--- src/rtl/sd_pkg.sv ---
// ----------------------------------------------------------------------------
// sd_pkg
// Shared definitions for the SD-bus command-line controller and the 4-bit DAT
// reader that follows it.
//
// Contents:
//   - CRC7 generator polynomial.
//   - 48-bit command/response frame length and field offsets.
//   - o_status bit positions.
//   - Default NCR (response wait) and NCC (inter-command gap) values.
//   - Controller state encoding.
//   - A helper that assembles a command frame with an empty CRC field.
// ----------------------------------------------------------------------------
package sd_pkg;

   // x^7 + x^3 + 1, x^7 term implicit
   localparam logic [6:0] CRC7_POLY = 7'h09;

   localparam int FRAME_LEN = 48;
   // The CRC covers start bit, transmission bit, index and argument
   localparam int CRC_BITS  = 40;

   // Field offsets within a 48-bit frame (bit 47 is sent first)
   localparam int IDX_MSB = 45;
   localparam int IDX_LSB = 40;
   localparam int ARG_MSB = 39;
   localparam int ARG_LSB = 8;
   localparam int CRC_MSB = 7;
   localparam int CRC_LSB = 1;

   // o_status bit positions
   localparam int ST_TIMEOUT = 0;
   localparam int ST_CRC_ERR = 1;
   localparam int ST_END_ERR = 2;

   // Bus timing defaults, also used by the DAT reader
   localparam int NCR_DEFAULT = 64;
   localparam int NCC_DEFAULT = 8;

   typedef enum logic [2:0] {
      CMD_IDLE,
      CMD_SEND,
      CMD_TURN,
      CMD_RECV,
      CMD_GAP
   } cmd_state_t;

   // Start 0, transmission 1, index, argument, zeroed CRC field, end bit 1.
   // The CRC field is filled in on the fly while the frame is shifted out.
   function automatic logic [FRAME_LEN-1:0] cmd_frame(input logic [5:0]  idx,
                                                      input logic [31:0] arg);
      return {1'b0, 1'b1, idx, arg, 7'h00, 1'b1};
   endfunction

endpackage

--- src/rtl/sd_cmd_ctrl_if.sv ---
// ----------------------------------------------------------------------------
// sd_cmd_ctrl_if
// Bundles the request, CMD-line, reader-start and completion signals of the
// SD command controller.
//
// Modports:
//   master - the host/card side: drives the request and the sampled CMD line,
//            observes the CMD drive, completion and response fields.
//   slave  - the controller itself.
//
// Signals:
//   i_cmd_start   request strobe
//   i_cmd_index   command index (6)
//   i_cmd_arg     command argument (32)
//   i_resp_en     a 48-bit response is expected
//   i_crc_chk     check the response CRC7
//   i_data_exp    the command opens a DAT read phase
//   i_cmd_in      sampled CMD line
//   o_cmd_out     CMD line drive value
//   o_cmd_oe      CMD line output enable
//   o_rd_start    start pulse for the DAT reader
//   o_busy        controller busy, including the NCC gap
//   o_done        completion pulse
//   o_resp_index  response index field (6)
//   o_resp_arg    response bits 39..8 (32)
//   o_status      [0] timeout, [1] CRC error, [2] end-bit error
// ----------------------------------------------------------------------------
interface sd_cmd_ctrl_if;

   logic        i_cmd_start;
   logic [5:0]  i_cmd_index;
   logic [31:0] i_cmd_arg;
   logic        i_resp_en;
   logic        i_crc_chk;
   logic        i_data_exp;
   logic        i_cmd_in;
   logic        o_cmd_out;
   logic        o_cmd_oe;
   logic        o_rd_start;
   logic        o_busy;
   logic        o_done;
   logic [5:0]  o_resp_index;
   logic [31:0] o_resp_arg;
   logic [2:0]  o_status;

   modport master (
      output i_cmd_start, i_cmd_index, i_cmd_arg, i_resp_en, i_crc_chk,
             i_data_exp, i_cmd_in,
      input  o_cmd_out, o_cmd_oe, o_rd_start, o_busy, o_done,
             o_resp_index, o_resp_arg, o_status
   );

   modport slave (
      input  i_cmd_start, i_cmd_index, i_cmd_arg, i_resp_en, i_crc_chk,
             i_data_exp, i_cmd_in,
      output o_cmd_out, o_cmd_oe, o_rd_start, o_busy, o_done,
             o_resp_index, o_resp_arg, o_status
   );

endinterface

--- src/rtl/sd_crc7.sv ---
// ----------------------------------------------------------------------------
// sd_crc7
// Serial CRC7 (x^7 + x^3 + 1, initial value 0), one bit per clock.
//
// Ports:
//   clk     clock
//   clr     synchronous clear to 0, takes priority over en
//   en      shift bit_in into the CRC this cycle
//   bit_in  serial data bit, MSB of the message first
//   crc     current CRC remainder
// ----------------------------------------------------------------------------
module sd_crc7
   import sd_pkg::*;
(
   input  logic       clk,
   input  logic       clr,
   input  logic       en,
   input  logic       bit_in,
   output logic [6:0] crc
);

   logic fb;

   assign fb = bit_in ^ crc[6];

   always_ff @(posedge clk) begin
      if (clr) begin
         crc <= '0;
      end else if (en) begin
         crc <= {crc[5:0], 1'b0} ^ (fb ? CRC7_POLY : 7'h00);
      end
   end

endmodule

--- src/rtl/sd_cmd_ctrl.sv ---
// ----------------------------------------------------------------------------
// sd_cmd_ctrl
// SD-bus CMD-line controller. Sends one 48-bit command MSB first with its
// CRC7, optionally waits for and captures a 48-bit short response, and pulses
// the DAT reader's start input when the command opens a read data phase.
// One CMD bit is driven or sampled per clk cycle.
//
// Parameters:
//   RESP_TIMEOUT  cycles to wait for the response start bit (NCR)
//   NCC           idle cycles between o_done and the next accepted command
//
// Ports:
//   clk  card clock, CMD driven and sampled on the rising edge
//   rst  synchronous, active-high reset
//   bus  sd_cmd_ctrl_if.slave: request, CMD line, reader start, results
// ----------------------------------------------------------------------------
module sd_cmd_ctrl
   import sd_pkg::*;
#(
   parameter int RESP_TIMEOUT = NCR_DEFAULT,
   parameter int NCC          = NCC_DEFAULT
) (
   input logic          clk,
   input logic          rst,
   sd_cmd_ctrl_if.slave bus
);

   // One timer serves both the response wait and the NCC gap
   localparam int TMR_MAX = (RESP_TIMEOUT > NCC) ? RESP_TIMEOUT : NCC;
   localparam int TW      = $clog2(TMR_MAX + 1);

   localparam logic [5:0] TX_LAST    = 6'(FRAME_LEN - 1);   // end bit slot
   localparam logic [5:0] TX_CRC_POS = 6'(CRC_BITS);        // first CRC bit slot
   localparam logic [5:0] RX_LAST    = 6'(FRAME_LEN - 2);   // bit 0 after start
   localparam logic [5:0] RX_CRC_END = 6'(CRC_BITS - 1);    // bits 46..8 feed CRC

   cmd_state_t        state_q, state_d;
   logic [5:0]        cnt_q, cnt_d;
   logic [TW-1:0]     tmr_q, tmr_d;
   logic [47:0]       tx_sr_q, tx_sr_d;
   logic [44:0]       rx_sr_q, rx_sr_d;
   logic              resp_en_q, resp_en_d;
   logic              crc_chk_q, crc_chk_d;
   logic              data_exp_q, data_exp_d;
   logic              done_q, done_d;
   logic              rd_start_q, rd_start_d;
   logic [2:0]        status_q, status_d;
   logic [5:0]        resp_idx_q, resp_idx_d;
   logic [31:0]       resp_arg_q, resp_arg_d;

   logic              cmd_out;
   logic              cmd_oe;
   logic              crc_clr;
   logic              crc_en;
   logic              crc_bit;
   logic [6:0]        crc_val;
   logic [2:0]        crc_sel;
   logic [45:0]       rx_full;

   // The CRC engine is shared: TX and RX phases never overlap
   sd_crc7 u_crc (
      .clk    (clk),
      .clr    (crc_clr | rst),
      .en     (crc_en),
      .bit_in (crc_bit),
      .crc    (crc_val)
   );

   // CRC slots 40..46 carry crc[6]..crc[0]
   assign crc_sel = 3'(6'd46 - cnt_q);

   // Response bits 45..0 once the final bit is on the line; the start and
   // transmission bits have already been shifted out of rx_sr_q
   assign rx_full = {rx_sr_q, bus.i_cmd_in};

   always_comb begin
      state_d    = state_q;
      cnt_d      = cnt_q;
      tmr_d      = tmr_q;
      tx_sr_d    = tx_sr_q;
      rx_sr_d    = rx_sr_q;
      resp_en_d  = resp_en_q;
      crc_chk_d  = crc_chk_q;
      data_exp_d = data_exp_q;
      done_d     = 1'b0;
      rd_start_d = 1'b0;
      status_d   = status_q;
      resp_idx_d = resp_idx_q;
      resp_arg_d = resp_arg_q;
      cmd_out    = 1'b1;
      cmd_oe     = 1'b0;
      crc_clr    = 1'b0;
      crc_en     = 1'b0;
      crc_bit    = 1'b0;

      case (state_q)
         CMD_IDLE: begin
            if (bus.i_cmd_start) begin
               tx_sr_d    = cmd_frame(bus.i_cmd_index, bus.i_cmd_arg);
               resp_en_d  = bus.i_resp_en;
               crc_chk_d  = bus.i_crc_chk;
               data_exp_d = bus.i_data_exp;
               status_d   = '0;
               cnt_d      = '0;
               crc_clr    = 1'b1;
               state_d    = CMD_SEND;
            end
         end

         CMD_SEND: begin
            cmd_oe = 1'b1;
            if (cnt_q >= TX_CRC_POS && cnt_q < TX_LAST) begin
               cmd_out = crc_val[crc_sel];
            end else begin
               cmd_out = tx_sr_q[47];
            end
            if (cnt_q < TX_CRC_POS) begin
               crc_en  = 1'b1;
               crc_bit = tx_sr_q[47];
            end
            tx_sr_d = {tx_sr_q[46:0], 1'b1};
            cnt_d   = cnt_q + 6'd1;
            if (cnt_q == TX_LAST) begin
               rd_start_d = data_exp_q;
               cnt_d      = '0;
               tmr_d      = '0;
               if (!resp_en_q) begin
                  done_d  = 1'b1;
                  state_d = CMD_GAP;
               end else begin
                  state_d = CMD_TURN;
               end
            end
         end

         CMD_TURN: begin
            // A start bit on the last allowed cycle still wins over timeout
            if (!bus.i_cmd_in) begin
               // Start bit is 0 and leaves a zero CRC unchanged, so a clear
               // here is the same as feeding it
               crc_clr = 1'b1;
               cnt_d   = '0;
               state_d = CMD_RECV;
            end else if (tmr_q == TW'(RESP_TIMEOUT - 1)) begin
               status_d[ST_TIMEOUT] = 1'b1;
               done_d               = 1'b1;
               tmr_d                = '0;
               state_d              = CMD_GAP;
            end else begin
               tmr_d = tmr_q + 1'b1;
            end
         end

         CMD_RECV: begin
            rx_sr_d = {rx_sr_q[43:0], bus.i_cmd_in};
            cnt_d   = cnt_q + 6'd1;
            if (cnt_q < RX_CRC_END) begin
               crc_en  = 1'b1;
               crc_bit = bus.i_cmd_in;
            end
            if (cnt_q == RX_LAST) begin
               status_d[ST_CRC_ERR] = crc_chk_q &&
                                      (crc_val != rx_full[CRC_MSB:CRC_LSB]);
               status_d[ST_END_ERR] = !bus.i_cmd_in;
               resp_idx_d           = rx_full[IDX_MSB:IDX_LSB];
               resp_arg_d           = rx_full[ARG_MSB:ARG_LSB];
               done_d               = 1'b1;
               tmr_d                = '0;
               state_d              = CMD_GAP;
            end
         end

         CMD_GAP: begin
            if (tmr_q == TW'(NCC - 1)) begin
               state_d = CMD_IDLE;
            end else begin
               tmr_d = tmr_q + 1'b1;
            end
         end

         default: begin
            state_d = CMD_IDLE;
         end
      endcase
   end

   // State, counters, pulses and visible results
   always_ff @(posedge clk) begin
      if (rst) begin
         state_q    <= CMD_IDLE;
         cnt_q      <= '0;
         tmr_q      <= '0;
         done_q     <= 1'b0;
         rd_start_q <= 1'b0;
         status_q   <= '0;
         resp_idx_q <= '0;
         resp_arg_q <= '0;
      end else begin
         state_q    <= state_d;
         cnt_q      <= cnt_d;
         tmr_q      <= tmr_d;
         done_q     <= done_d;
         rd_start_q <= rd_start_d;
         status_q   <= status_d;
         resp_idx_q <= resp_idx_d;
         resp_arg_q <= resp_arg_d;
      end
   end

   // Frame shifters and latched command flags are only meaningful while
   // the state machine is past IDLE, so they carry no reset
   always_ff @(posedge clk) begin
      tx_sr_q    <= tx_sr_d;
      rx_sr_q    <= rx_sr_d;
      resp_en_q  <= resp_en_d;
      crc_chk_q  <= crc_chk_d;
      data_exp_q <= data_exp_d;
   end

   assign bus.o_cmd_out    = cmd_out;
   assign bus.o_cmd_oe     = cmd_oe;
   assign bus.o_busy       = (state_q != CMD_IDLE);
   assign bus.o_done       = done_q;
   assign bus.o_rd_start   = rd_start_q;
   assign bus.o_status     = status_q;
   assign bus.o_resp_index = resp_idx_q;
   assign bus.o_resp_arg   = resp_arg_q;

endmodule

--- src/flat_wrapper.sv ---
// flat-port wrapper written by rule: the top's interface ports become plain ports
module sd_cmd_ctrl_flat import sd_pkg::*;
#(
   parameter int RESP_TIMEOUT = NCR_DEFAULT,
   parameter int NCC          = NCC_DEFAULT
)
  (clk, rst, bus_i_cmd_start, bus_i_cmd_index, bus_i_cmd_arg, bus_i_resp_en, bus_i_crc_chk, bus_i_data_exp, bus_i_cmd_in, bus_o_cmd_out, bus_o_cmd_oe, bus_o_rd_start, bus_o_busy, bus_o_done, bus_o_resp_index, bus_o_resp_arg, bus_o_status);
  sd_cmd_ctrl_if bus_i ();
  input logic clk;
  input logic rst;
  input wire logic [$bits(bus_i.i_cmd_start)-1:0] bus_i_cmd_start;
  input wire logic [$bits(bus_i.i_cmd_index)-1:0] bus_i_cmd_index;
  input wire logic [$bits(bus_i.i_cmd_arg)-1:0] bus_i_cmd_arg;
  input wire logic [$bits(bus_i.i_resp_en)-1:0] bus_i_resp_en;
  input wire logic [$bits(bus_i.i_crc_chk)-1:0] bus_i_crc_chk;
  input wire logic [$bits(bus_i.i_data_exp)-1:0] bus_i_data_exp;
  input wire logic [$bits(bus_i.i_cmd_in)-1:0] bus_i_cmd_in;
  output wire logic [$bits(bus_i.o_cmd_out)-1:0] bus_o_cmd_out;
  output wire logic [$bits(bus_i.o_cmd_oe)-1:0] bus_o_cmd_oe;
  output wire logic [$bits(bus_i.o_rd_start)-1:0] bus_o_rd_start;
  output wire logic [$bits(bus_i.o_busy)-1:0] bus_o_busy;
  output wire logic [$bits(bus_i.o_done)-1:0] bus_o_done;
  output wire logic [$bits(bus_i.o_resp_index)-1:0] bus_o_resp_index;
  output wire logic [$bits(bus_i.o_resp_arg)-1:0] bus_o_resp_arg;
  output wire logic [$bits(bus_i.o_status)-1:0] bus_o_status;
  assign bus_i.i_cmd_start = bus_i_cmd_start;
  assign bus_i.i_cmd_index = bus_i_cmd_index;
  assign bus_i.i_cmd_arg = bus_i_cmd_arg;
  assign bus_i.i_resp_en = bus_i_resp_en;
  assign bus_i.i_crc_chk = bus_i_crc_chk;
  assign bus_i.i_data_exp = bus_i_data_exp;
  assign bus_i.i_cmd_in = bus_i_cmd_in;
  assign bus_o_cmd_out = bus_i.o_cmd_out;
  assign bus_o_cmd_oe = bus_i.o_cmd_oe;
  assign bus_o_rd_start = bus_i.o_rd_start;
  assign bus_o_busy = bus_i.o_busy;
  assign bus_o_done = bus_i.o_done;
  assign bus_o_resp_index = bus_i.o_resp_index;
  assign bus_o_resp_arg = bus_i.o_resp_arg;
  assign bus_o_status = bus_i.o_status;
  sd_cmd_ctrl #(.RESP_TIMEOUT(RESP_TIMEOUT), .NCC(NCC)) u_core (.clk(clk), .rst(rst), .bus(bus_i));
endmodule
--- config.mk ---
export PLATFORM = sky130hd
export DESIGN_NAME = sd_cmd_ctrl_flat
export DESIGN_NICKNAME = d
export VERILOG_FILES = /design/src/rtl/sd_pkg.sv /design/src/rtl/sd_cmd_ctrl_if.sv /design/src/rtl/sd_crc7.sv /design/src/rtl/sd_cmd_ctrl.sv /design/src/flat_wrapper.sv
export SDC_FILE = /design/constraint.sdc
export NUM_CORES = 1
export LEC_CHECK = 0
export BUFFER_PORTS_ARGS = -buffer_cell sky130_fd_sc_hd__buf_2
export CORE_MARGIN = 5
export CORE_UTILIZATION = 57
export DETAILED_ROUTE_END_ITERATION = 8
export GPL_ROUTABILITY_DRIVEN = 0
export GPL_TIMING_DRIVEN = 0
export PLACE_DENSITY = 0.89
export SYNTH_ARGS = -nofsm -noshare
export SYNTH_HDL_FRONTEND = slang
export SYNTH_HIERARCHICAL = 1
export SYNTH_SLANG_ARGS = --single-unit
--- constraint.sdc ---
create_clock -name clk -period 3.9 [get_ports clk]
set_clock_uncertainty 0.05 [all_clocks]
set_input_delay 0.195 -clock clk [delete_from_list [all_inputs] [get_ports clk]]
set_output_delay 0.195 -clock clk [all_outputs]
set_load 0.02 [all_outputs]
==> results of run 1 <==
metal layers:
| layer | wire, um | track usage |
|---|---|---|
| met5 | 0 | 0 |
| met4 | 323 | 0.0887 |
| met3 | 1020 | 0.0648 |
| met2 | 6260 | 0.328 |
| met1 | 5620 | 0.244 |
synthesized netlist by cell type, drive strengths merged (3+ instances only):
cell type / count / share of area
nand2b: 8 / 0.0089
nor3: 3 / 0.0023
ha: 4 / 0.0077
nand3: 11 / 0.0085
nor2: 16 / 0.0093
a31oi: 4 / 0.0048
xnor2: 11 / 0.018
o21ai: 8 / 0.0062
nand3b: 3 / 0.0035
nand2: 85 / 0.049
a21oi: 53 / 0.041
mux2i: 10 / 0.015
buf: 14 / 0.013
dfxtp: 66 / 0.20
clkbuf: 14 / 0.0081
inv: 13 / 0.0075
mux2: 38 / 0.066
o211ai: 4 / 0.0046
edfxtp: 95 / 0.44
and3: 3 / 0.0029
and2: 7 / 0.0068
o31ai: 4 / 0.0046
o32ai: 3 / 0.0041
nor4: 5 / 0.0058
a22oi: 3 / 0.0035
or3: 6 / 0.0058
a31o: 3 / 0.0054
repair_timing:
action | CTS | global route
setup endpoints to repair | 0 | 0
endpoints found under the hold margin | 9 | 0
hold buffers | 9 | 0
sequential cells by signal, summed over array words and instances, names as in the netlist, 3 cells and up:
register                 cells
u_core/bus.o_resp_index      6
u_core/u_crc/crc             7
u_core/state_q               3
u_core/rx_sr_q              45
u_core/cnt_q                 6
u_core/tmr_q                 7
u_core/bus.o_resp_arg       32
u_core/tx_sr_q              47
u_core/bus.o_status          3
worst max-delay path by stage:
stage,endpoint,start,slack [ns]
final,bus_o_cmd_out,u_core/cnt_q[0]$_SDFFE_PP0P_,1.28
after global routing,bus_o_cmd_out,u_core/cnt_q[0]$_SDFFE_PP0P_,1.17
after CTS,bus_o_cmd_out,u_core/cnt_q[0]$_SDFFE_PP0P_,1.24
after detailed placement,u_core/tx_sr_q[39]$_DFFE_PP_,u_core/state_q[0]$_SDFFE_PP0P_,1.62
after global placement,u_core/tx_sr_q[40]$_DFFE_PP_,u_core/state_q[1]$_SDFFE_PP0P_,-0.04
after floorplan,u_core/tx_sr_q[10]$_DFFE_PP_,u_core/state_q[1]$_SDFFE_PP0P_,0.64
cell type report:
cell class	instances	area [um2]	share of cell area
timing repair buffer	99	563	0.0725
tap	143	179	0.0230
clock buffer	20	437	0.0562
buffer	28	136	0.0176
inverter	13	48.8	0.00628
multi-input combinational	320	2120	0.273
clock inverter	12	111	0.0143
sequential	161	4170	0.537
power groups by stage:
stage               logic (mW)  registers (mW)  clock network [mW]
floorplan                0.522            2.21                   0
global placement         0.647            2.24                   0
detailed placement       0.727            2.22                   0
CTS                      0.733            2.19                1.56
global route             0.792            2.21                1.65
finish                   0.730            2.19                1.54
through the flow:
step                TNS (ns)  setup WS, ns
floorplan                  0         0.638
finish                     0          1.28
global placement       -1.68       -0.0378
CTS                        0          1.24
detailed placement         0          1.62
global route               0          1.17
cells by family after synthesis:
kind of cell	Yosys count	share of synthesized area
AO/OA/AOI/OAI	95	0.0934
adder cells (fa/ha/maj)	4	0.00774
flip-flops	161	0.645
AND/OR/NAND/NOR	161	0.122
buffers and inverters	41	0.0286
XOR/XNOR	11	0.0178
multiplexers	49	0.0851
==> impl_results.md, run 1 <==
* Switching pwr at ~1.2 mW
* TritonCTS Buffers at 17
* Post-synthesis net count at between 500 and 600
* CP Depth at 7
* Final Hold Viols at 0
* Crit end category: output port
* Insertion delay to the later sink of the worst-skew pair at between 0.4 and 0.5 ns
* Ys async rst share at 0
* Ys Warns at 6
* Power Total at between 4 and 5 mW
* CTS resizes at 0
* Bufs on Longest Clock Path at 2
* Post-layout net count at between 600 and 700
* Sequential share of power at 0.491
* Worst R2R Start: u_core/state_q[0]$_SDFFE_PP0P_
* Fill cells at 782
* Proportion of layout cells with a drive suffix above 1 at 0.250
* Placed Instances at 755
* Hpwl dp at ~9200 um
* Final period util at 0.672
* PortBufs at slightly below 90
* Reg2Reg Depth at 7
* Critical setup path kind: reg -> out
* WHS Path Cells at 2
* CTS HTree Levels at 4
* Area delta synth->final at 20.1%
* Max-Cap Viols at 0
* Row cnt at 39
* Initial drt markers at 346
* CP required at between 3 and 4 ns
* Cell area after layout at approximately 7800 um2
* Critical path's top delay family: multiplexers
* Dominant synthesized flop cell: edfxtp_1
* Most common cell after layout, fill and taps aside: buf_2
* Die width at ~120 um
* Gr usage total at 0.200
* Min Tclk post-route at ~2.6 ns
* Worst vdd ir at between 0.4 and 0.5 mV
* Total vias in the final route at 4470
* Crit path arrival time at 2.37 ns
* Crit start category: flip-flop
* Routed length per instance at 16.6 um
* CP bufs+invs at 2
* Mean post-synth cell area at roughly 12 um2
* Grt ovf at 0
* Vias in the first global route at ~4400
* Post-layout util at 0.689
* Sw Share at 0.260
* Comb pwr share at 0.164
* Antenna-violating nets left at 0
* Worst hold path type: in -> reg
* Worst hold slack at 0.0153 ns
* Clock-pin slew on the worst setup and hold paths at about 0.07 ns
* Max Fclk at 0.382 GHz
* Final wirelength at approximately 13000 um
* DP Area at 7130 um2
* Die area at 13600 um2
* CTS tree: built
* Core area at approximately 11000 um2
* #FFs+latches synth at between 150 and 200
* Via density at roughly 5.6
* Pin count of the biggest net entering global routing at 46
* Most frequent cells in the layout: 99 x buf_2, 95 x edfxtp_1, 85 x nand2_1
* Starting Density at 0.574
* Post-synth EDFFs at 95
* Setup bufs post-CTS at 0
* Pin slew with the least headroom to its limit at 0.913 ns
* Reg2reg end: u_core/u_crc/crc[3]$_SDFFE_PP0P_
* Synth cell types at a little over 60
* Unrepaired setup endpoints after global routing: false
* Die height at approximately 120 um
* Pwr Density at between 500 and 600 nW/um2
* Sequential area share after synthesis at 0.645
* Leak at 2.89 nW
* Critical Path, Cell by Cell: ha_1, buf_4, xnor2_4, mux2i_1, mux4_2, o211ai_1, buf_2
* Status: completed
* Final slew viol count at 0
* Antenna violations before repair at 0
* Worst R2R Setup Slack at approximately 1.7 ns
* Synth Instances at ~520
* Clk pwr share at 0.345
* # DRC at 0
* Diodes inserted at 0
* Critical Path Fanout Max at 8
* Root buffer cell: clkbuf_16
* Hold Path Origin: bus_i_cmd_index[0]
* Worst path max stage delay at around 0.5 ns
* Post-Syn Area at 6470 um2
* Number of setup violations in the final report at 0
* DR pass1 iterations at 5
* Cell Count, Final, Fillers Out at 796
* Number of top-level pins at 91
* Max_slew headroom at 0.389
* Hold Crit Endpoint: u_core/tx_sr_q[40]$_DFFE_PP_
* Worst path slowest cell: mux4_2
* TritonCTS Sinks at about 160
* Int Pwr at between 3 and 4 mW
* First-pass GRT wire length at about 21000 um
Power figures use the tool's default switching activity.
==> inputs of run 2 (changes only) <==
CORE_UTILIZATION = 51   (was 57)
PLACE_DENSITY = 0.85   (was 0.89)
clock period = 2.4 ns   (was 3.9 ns; I/O delays follow)
==> run 2 against run 1 <==
Clock power up 67%. Die area is 11% higher. Largest power group unchanged. Combinational power increased by 78%. Non-clock buffer count grew 35.
==> impl_results.md, run 2 (same netlist as run 1, synthesis figures left out) <==
* Status: completed
* Routed length per instance at 17.1 um
* Proportion of layout cells with a drive suffix above 1 at 0.246
* Worst vdd ir at between 0.6 and 0.7 mV
* Critical setup path kind: reg -> out
* PortBufs at 89
* Diodes inserted at 0
* Clock-pin slew on the worst setup and hold paths at 0.06 ns
* Leak at between 3 and 4 nW
* Power Total at 7.43 mW
* First-pass GRT wire length at approximately 23000 um
* Vias in the first global route at 4795
* Pwr Density at a little over 900 nW/um2
* Max-Cap Viols at 0
* Pin slew with the least headroom to its limit at 0.905 ns
* Crit path arrival time at 2.13 ns
* Sequential share of power at 0.480
* Critical Path Fanout Max at 4
* Total vias in the final route at around 4700
* DR pass1 iterations at 5
* Min Tclk post-route at roughly 2.3 ns
* TritonCTS Buffers at 17
* TritonCTS Sinks at 161
* Comb pwr share at 0.175
* Die area at approximately 15000 um2
* Starting Density at 0.517
* Root buffer cell: clkbuf_16
* Most frequent cells in the layout: 98 x buf_2, 95 x edfxtp_1, 85 x nand2_1
* Bufs on Longest Clock Path at 2
* Crit start category: flip-flop
* Fill cells at 924
* Worst hold path type: in -> reg
* Insertion delay to the later sink of the worst-skew pair at approximately 0.42 ns
* Final wirelength at around 15000 um
* Sw Share at 0.263
* Top reg by flops: u_core/tx_sr_q
* DP Area at between 7000 and 8000 um2
* Most common cell after layout, fill and taps aside: buf_2
* Final Hold Viols at 0
* Core area at 12500 um2
* Int Pwr at approximately 5.5 mW
* Grt ovf at 0
* CTS HTree Levels at 4
* Crit end category: output port
* Gr usage total at 0.202
* Unrepaired setup endpoints after global routing: false
* Number of top-level pins at between 90 and 100
* Pin count of the biggest net entering global routing at 46
* # DRC at 0
* Die height at ~120 um
* Via density at between 5 and 6
* Final slew viol count at 0
* Number of setup violations in the final report at 0
* Max Fclk at around 0.43 GHz
* Initial drt markers at 382
* Switching pwr at just under 2 mW
* Antenna violations before repair at 0
* Clk pwr share at 0.345
* CTS tree: built
* Hpwl dp at slightly above 9000 um
* Row cnt at just over 40
* Max_slew headroom at 0.396
* Cell area after layout at around 8200 um2
* Max reg flops at 47
* Worst hold slack at about 0.12 ns
* Post-layout net count at slightly above 700
* Final period util at 0.958
* Antenna-violating nets left at 0
* Die width at 123 um
* CP required at about 2.2 ns
* Area delta synth->final at 26.6%
run 2: cell types whose count changed in the layout (fill, tap and decap cells not counted), moves of 3 or more:
| cell | before | now |
|---|---|---|
| clkinv_4 | 5 | 1 |
| dlygate4sd3_1 | 9 | 42 |
| inv_6 | 1 | 4 |
| buf_4 | 3 | 6 |
run 2: routing by layer:
layer | track usage | vias to the layer above | wire (um)
li1 | - | 2211 | -
met1 | 0.240 | 2266 | 5950
met2 | 0.342 | 207 | 7400
met3 | 0.0585 | 36 | 1020
met4 | 0.0875 | 0 | 312
met5 | 0 | - | 0
run 2: final cells by class:
| class | count | area (um2) | share of cell area |
|---|---|---|---|
| clock inverters | 11 | 103 | 0.0125 |
| multi-input cells | 320 | 2130 | 0.260 |
| repair buffers | 135 | 918 | 0.112 |
| clock buffers | 21 | 460 | 0.0562 |
| inverters | 13 | 48.8 | 0.00596 |
| well taps | 172 | 215 | 0.0263 |
| flip-flops and latches | 161 | 4180 | 0.511 |
| plain buffers | 27 | 130 | 0.0159 |
run 2: power groups by stage:
stage / logic [mW] / registers (mW) / clock network (mW)
after floorplan: 0.853 / 3.57 / 0
after global placement: 1.07 / 3.62 / 0
after detailed placement: 1.18 / 3.61 / 0
after CTS: 1.27 / 3.56 / 2.61
after global routing: 1.39 / 3.60 / 2.75
final: 1.30 / 3.57 / 2.57
run 2: worst paths after layout:
path,startpoint,endpoint,slack [ns],cells past startpoint
worst max-delay path,u_core/cnt_q[0]$_SDFFE_PP0P_,bus_o_cmd_out,0.10,6
worst min register to register,u_core/rx_sr_q[17]$_DFFE_PN_,u_core/rx_sr_q[18]$_DFFE_PN_,0.40,0
worst min-delay path,bus_i_cmd_start,u_core/state_q[0]$_SDFFE_PP0P_,0.12,4
worst max register to register,u_core/state_q[0]$_SDFFE_PP0P_,u_core/tx_sr_q[29]$_DFFE_PP_,0.12,5
run 2: critical path, stage by stage, from the launching register on:
cell      delay (ns)
dfxtp_4         0.35
ha_4            0.17
xnor2_4         0.21
mux2i_1         0.11
mux4_2          0.49
o211ai_1        0.20
buf_4           0.17
run 2: through the flow:
step / utilization / setup slack (ns) / setup TNS, ns / instances
after floorplan: - / 0.0223 / 0 / 522
after global placement: 0.570 / -0.448 / -20.98 / 783
after detailed placement: 0.573 / 0.138 / 0 / 784
after CTS: 0.655 / -0.0695 / -0.0695 / 861
after global routing: 0.654 / 0.0243 / 0 / 860
final: 0.654 / 0.101 / 0 / 860
run 2: repair_timing:
item                                    in CTS  in global routing
setup buffers                                3                  0
endpoints found under the setup margin       1                  1
resized for setup                            8                  2
endpoints found under the hold margin       42                  0
gates cloned                                 0                  0
pin swaps                                    2                  2
hold buffers                                42                  0
